## src/rtl/core_axi_rd_arbiter.sv

```systemverilog
// Round-robin arbiter sharing the AR/R read channels of the core AXI4 master
// among NUM_REQ internal read requesters. One burst in flight at a time; the
// grant is held from AR acceptance to the final accepted R beat. Beats are
// counted and any rlast / burst-length mismatch raises a sticky len_err.
//
// state     | meaning
// ----------+-------------------------------------------------------------
// ST_IDLE   | no burst owned; pick a round-robin winner and ack its AR
// ST_ADDR   | present the latched address/length on the core AR channel
// ST_DATA   | route core R beats to the granted requester until rlast
module core_axi_rd_arbiter #(
   parameter int NUM_REQ    = 4,
   parameter int ADDR_WIDTH = 32,
   parameter int DATA_WIDTH = 512,
   parameter int ID_W       = $clog2(NUM_REQ)
) (
   input  logic                          clk,
   input  logic                          rst_n,
   input  logic [NUM_REQ-1:0]            req_arvalid,
   output logic [NUM_REQ-1:0]            req_arready,
   input  logic [NUM_REQ*ADDR_WIDTH-1:0] req_araddr,
   input  logic [NUM_REQ*8-1:0]          req_arlen,
   output logic [NUM_REQ-1:0]            req_rvalid,
   input  logic [NUM_REQ-1:0]            req_rready,
   output logic [DATA_WIDTH-1:0]         req_rdata,
   output logic [1:0]                    req_rresp,
   output logic                          req_rlast,
   output logic                          m_axi_core_arvalid,
   input  logic                          m_axi_core_arready,
   output logic [ADDR_WIDTH-1:0]         m_axi_core_araddr,
   output logic [7:0]                    m_axi_core_arlen,
   input  logic                          m_axi_core_rvalid,
   output logic                          m_axi_core_rready,
   input  logic [DATA_WIDTH-1:0]         m_axi_core_rdata,
   input  logic [1:0]                    m_axi_core_rresp,
   input  logic                          m_axi_core_rlast,
   output logic                          busy,
   output logic [ID_W-1:0]               grant_id,
   output logic                          len_err
);

   typedef enum logic [1:0] {
      ST_IDLE = 2'd0,
      ST_ADDR = 2'd1,
      ST_DATA = 2'd2
   } state_t;

   state_t                  state;
   state_t                  state_nx;
   logic [ID_W-1:0]         last_grant;
   logic [ID_W-1:0]         winner;
   logic                    win_vld;
   logic [ADDR_WIDTH-1:0]   win_addr;
   logic [7:0]              win_len;
   int                      best_dist;
   logic [8:0]              beat_cnt;
   logic                    beat_acc;

   // Priority distance of requester i from the slot after the last grant.
   function automatic int rr_dist(input int i, input logic [ID_W-1:0] lg);
      return (i + NUM_REQ - 1 - int'(lg)) % NUM_REQ;
   endfunction

   // Round-robin winner: the pending requester nearest after last_grant.
   always_comb begin
      winner    = '0;
      win_vld   = 1'b0;
      win_addr  = '0;
      win_len   = '0;
      best_dist = NUM_REQ;
      for (int i = 0; i < NUM_REQ; i++) begin
         if (req_arvalid[i] && (rr_dist(i, last_grant) < best_dist)) begin
            best_dist = rr_dist(i, last_grant);
            winner    = ID_W'(i);
            win_vld   = 1'b1;
            win_addr  = req_araddr[i*ADDR_WIDTH +: ADDR_WIDTH];
            win_len   = req_arlen[i*8 +: 8];
         end
      end
   end

   assign beat_acc = (state == ST_DATA) && m_axi_core_rvalid && m_axi_core_rready;

   // Next state and the per-requester handshake steering.
   always_comb begin
      state_nx          = state;
      req_arready       = '0;
      req_rvalid        = '0;
      m_axi_core_rready = 1'b0;
      case (state)
         ST_IDLE: begin
            if (win_vld) begin
               req_arready[winner] = 1'b1;
               state_nx            = ST_ADDR;
            end
         end
         ST_ADDR: begin
            if (m_axi_core_arready) begin
               state_nx = ST_DATA;
            end
         end
         ST_DATA: begin
            req_rvalid[grant_id] = m_axi_core_rvalid;
            m_axi_core_rready    = req_rready[grant_id];
            if (m_axi_core_rvalid && req_rready[grant_id] && m_axi_core_rlast) begin
               state_nx = ST_IDLE;
            end
         end
         default: state_nx = ST_IDLE;
      endcase
   end

   // R payload is broadcast straight through; only valid/ready are steered.
   assign req_rdata = m_axi_core_rdata;
   assign req_rresp = m_axi_core_rresp;
   assign req_rlast = m_axi_core_rlast;

   // State, grant bookkeeping, latched AR request and beat/length checking.
   always_ff @(posedge clk or negedge rst_n) begin
      if (!rst_n) begin
         state              <= ST_IDLE;
         last_grant         <= ID_W'(NUM_REQ - 1);
         grant_id           <= '0;
         beat_cnt           <= '0;
         busy               <= 1'b0;
         len_err            <= 1'b0;
         m_axi_core_arvalid <= 1'b0;
         m_axi_core_araddr  <= '0;
         m_axi_core_arlen   <= '0;
      end else begin
         state              <= state_nx;
         busy               <= (state_nx != ST_IDLE);
         m_axi_core_arvalid <= (state_nx == ST_ADDR);
         if ((state == ST_IDLE) && win_vld) begin
            grant_id          <= winner;
            m_axi_core_araddr <= win_addr;
            m_axi_core_arlen  <= win_len;
            beat_cnt          <= '0;
         end
         if (beat_acc) begin
            beat_cnt <= beat_cnt + 9'd1;
            if (m_axi_core_rlast) begin
               last_grant <= grant_id;
               if (beat_cnt != {1'b0, m_axi_core_arlen}) begin
                  len_err <= 1'b1;
               end
            end else if (beat_cnt == {1'b0, m_axi_core_arlen}) begin
               // burst overran its length; keep routing until rlast shows up
               len_err <= 1'b1;
            end
         end
      end
   end

endmodule

```

## config.mk

```make
export PLATFORM = sky130hd
export DESIGN_NAME = core_axi_rd_arbiter
export DESIGN_NICKNAME = d
export VERILOG_FILES = /design/src/rtl/core_axi_rd_arbiter.sv
export SDC_FILE = /design/constraint.sdc
export NUM_CORES = 1
export LEC_CHECK = 0
export ABC_CLOCK_PERIOD_IN_PS = 7900
export CAP_MARGIN = 20
export CORE_AREA = 4 4 480 482
export CTS_BUF_LIST = sky130_fd_sc_hd__clkbuf_8
export DETAILED_ROUTE_END_ITERATION = 8
export DIE_AREA = 0 0 484 486
export HOLD_SLACK_MARGIN = 0.05
export SLEW_MARGIN = 20
export SYNTH_ARGS = -nofsm -noshare
export SYNTH_HDL_FRONTEND = slang
export SYNTH_SLANG_ARGS = --single-unit
```

## constraint.sdc

```tcl
create_clock -name clk -period 7.9 [get_ports clk]
set_input_delay 1.185 -clock clk [delete_from_list [all_inputs] [get_ports clk]]
set_output_delay 1.185 -clock clk [all_outputs]
set_load 0.05 [all_outputs]
```

==> flow_summary.json <==
{
  "layout.cells.non_filler": 3679,
  "post-route-util": 0.0450,
  "fin_area_mm2": 0.0102,
  "yosysMostFrequentCell": "buf_4",
  "synth_area_leaders": "buf_4, dfrtp_1, a221oi_2",
  "synth_area_mm2": 0.00782,
  "regToRegSetupSlack_ns": 3.02,
  "synth_common_cells": "buf_4, nor2_1, dfrtp_1",
  "synthFlopType": "dfrtp_1",
  "synthesis.nets": 1635,
  "worstPathCellList": "clkdlybuf4s50_1, nand2_1, ha_1, a21o_1, a21oi_4, nor2_1, a21oi_1, ha_1, and4b_1, a22oi_4, mux2_2, ha_1, a21oi_1, o21ai_1, a41oi_4, and2_1, buf_12",
  "clock_skew_ns": 0.0391,
  "die_w_um": 484,
  "dieHeight_um": 486,
  "route.detailed.drc": 0,
  "dp_cells": 3645,
  "hold_path.class": "reg2reg",
  "nNetsFinal": 1338,
  "drv_cap": 0,
  "grt_pass1_vias": 5867,
  "synthArstFlopShare": 1.00,
  "cts_tree": "built",
  "start_kind": "input port",
  "grt-ovfl-total": 0,
  "synthToLayoutAreaGrowth_pct": 30.2,
  "p_leak_nw": 2.62,
  "synth_area_per_cell_um2": 8.28,
  "clkLatencyLatePin_ns": 0.48,
  "core_area_mm2": 0.226,
  "ys_types": 53,
  "crit_path_end_kind": "primary output",
  "critical_path_required_ns": 6.71,
  "postCtsHoldBufs": 0,
  "worst_path_most_repeated_cell": "ha_1",
  "placed_cell_area_mm2": 0.00996,
  "finalSetupViolations": 0,
  "path_clk_slew_ns": 0.10,
  "dpl_worst_slack_ns": 1.81,
  "dr_total_vias": 5959,
  "p_per_area_mw_per_mm2": 315,
  "antenna_found_initial": 62,
  "clock_sinks": 58,
  "path_class": "in2out",
  "wl_per_cell_um": 39.9,
  "ioPinCount": 1256,
  "rsz0062_at_grt": "no",
  "track_usage": 0.120,
  "finalHoldViolations": 0,
  "portBuffers": 227,
  "grt_pass1_wl_um": 161000,
  "status": "complete, no violations",
  "die-area_mm2": 0.235,
  "cts_max_path_buffers": 2,
  "rows": 175,
  "gp_congestion": 0.790,
  "n_fill_cell": 26900,
  "cp_max_fo": 3,
  "drive_gt1_frac": 0.132,
  "synth.top_cell.area_share": 0.498,
  "fmax_mhz": 165,
  "postSynthRegisterBits": 58,
  "cts_made_buffers": 9,
  "worst_slew_pin_slew_ns": 1.09,
  "yosysTopAreaCell": "buf_4",
  "clockRootBuffer": "clkbuf_8",
  "postRouteWirelength_um": 147000,
  "cts.htree.levels": 3,
  "fin_crit_sh": 0.769,
  "hpwl_um": 137000,
  "drtIter0Drc": 492,
  "cts_resized": 0,
  "max_stage_delay_ns": 0.52,
  "grt_max_degree": 51,
  "cpMaxStageDelayCell": "clkdlybuf4s50_1",
  "finalMaxSlewViolations": 0,
  "crit_arrival_ns": 4.89,
  "drtAntennaViolNets": 0,
  "drt-pass1-iter-count": 5,
  "ys_seq_area_frac": 0.186,
  "start_util": 0.0345,
  "synth_edf_count": 0,
  "fin_ws_ns": 1.82,
  "tns_ns": 0,
  "post_cts_buffers": 0,
  "min_period_ns": 6.08,
  "ys.warnings.count": 0,
  "vias_per_cell": 1.62,
  "slew-limit-headroom": 0.270,
  "vdd_ir_drop_max_uv": 230,
  "synthCells": 944
}
[cell families (layout without fill, tap and decap cells)]
logic type                 after synthesis  after routing  synth area share
and+or+nand+nor                        140            140            0.0787
buffers and inverters                  555            263             0.526
other                                    0             18                 0
xor gates and xnor gates                 9              9            0.0101
muxes                                    4              4           0.00720
DFF                                     58             58             0.186
adders and majority gates                4              4           0.00640
AOI/OAI and AO/OA                      174            174             0.186
[layout by cell type (no fill, tap or decap), drive strengths merged, types with 2 or more instances in the layout]
master	n
a211o	10
a21boi	9
a21oi	53
a221oi	31
a22o	31
and2	3
and3	5
buf	21
clkbuf	10
clkdlybuf4s50	221
clkinv	3
clkinvlp	2
dfrtp	56
dfstp	2
diode	18
ha	4
inv	6
mux2	3
nand2	47
nand2b	2
nand3	7
nand4	3
nor2	62
nor2b	2
nor3	3
o211ai	9
o21a	4
o21ai	19
xnor2	7
xor2	2
[registers in the layout (all words and copies together) (netlist names)]
signal and cells:
beat_cnt 9, busy 1, grant_id 2, last_grant 2, len_err 1, m_axi_core_araddr 32, m_axi_core_arlen 8, m_axi_core_arvalid 1
state 2
[worst max-delay path, delay by kind of cell]
family	cells	cell delay, ns
adder cells (fa/ha/maj)	3	0.84
multiplexers	1	0.35
buffers and inverters	2	0.67
AO/OA/AOI/OAI	7	1.26
AND/OR/NAND/NOR	4	0.58
[path summary, 6_finish.rpt]
path	start	end	cells past startpoint
setup / recovery	req_arvalid[0]	req_arready[3]	17
hold / removal	len_err	len_err	1
setup reg to reg	last_grant[0]	m_axi_core_araddr[31]	19
hold reg to reg	len_err	len_err	1
max in group asynchronous	rst_n	m_axi_core_araddr[11]	2
min in group asynchronous	rst_n	m_axi_core_araddr[17]	1
[power breakdown]
group | internal [mW] | switching (mW) | leakage, nW
clock network | 0.120 | 0.221 | 0.0894
registers | 0.436 | 0.165 | 0.685
logic | 0.716 | 1.55 | 1.85
total | 1.27 | 1.93 | 2.62
[stage by stage]
step / hold WS (ns) / total power, mW
2_1_floorplan: 0.457 / 2.51
3_5_place_dp: 0.470 / 2.92
4_1_cts: 0.461 / 3.30
6_report: 0.506 / 3.21
5_1_grt: 0.514 / 3.36
3_3_place_gp: 0.458 / 2.89
[metal layers]
metal | part of all wire | GRT usage | vias up
met2 | 0.45 | 0.193 | 1029
met5 | 0.0034 | 0.00592 | -
met3 | 0.36 | 0.203 | 347
li1 | - | - | 2048
met1 | 0.13 | 0.0452 | 2483
met4 | 0.050 | 0.0528 | 52
[cell type report]
type | instances | area [µm²] | share of cell area
antenna | 18 | 45.0 | 0.00442
clock buffer | 10 | 138 | 0.0135
clock inverter | 6 | 33.8 | 0.00332
inverter | 5 | 18.8 | 0.00184
multi-input combinational | 331 | 2300 | 0.226
sequential | 58 | 1450 | 0.143
tap | 3009 | 3760 | 0.370
timing repair buffer | 242 | 2430 | 0.239
No activity file was read; power rests on OpenSTA's default activity.
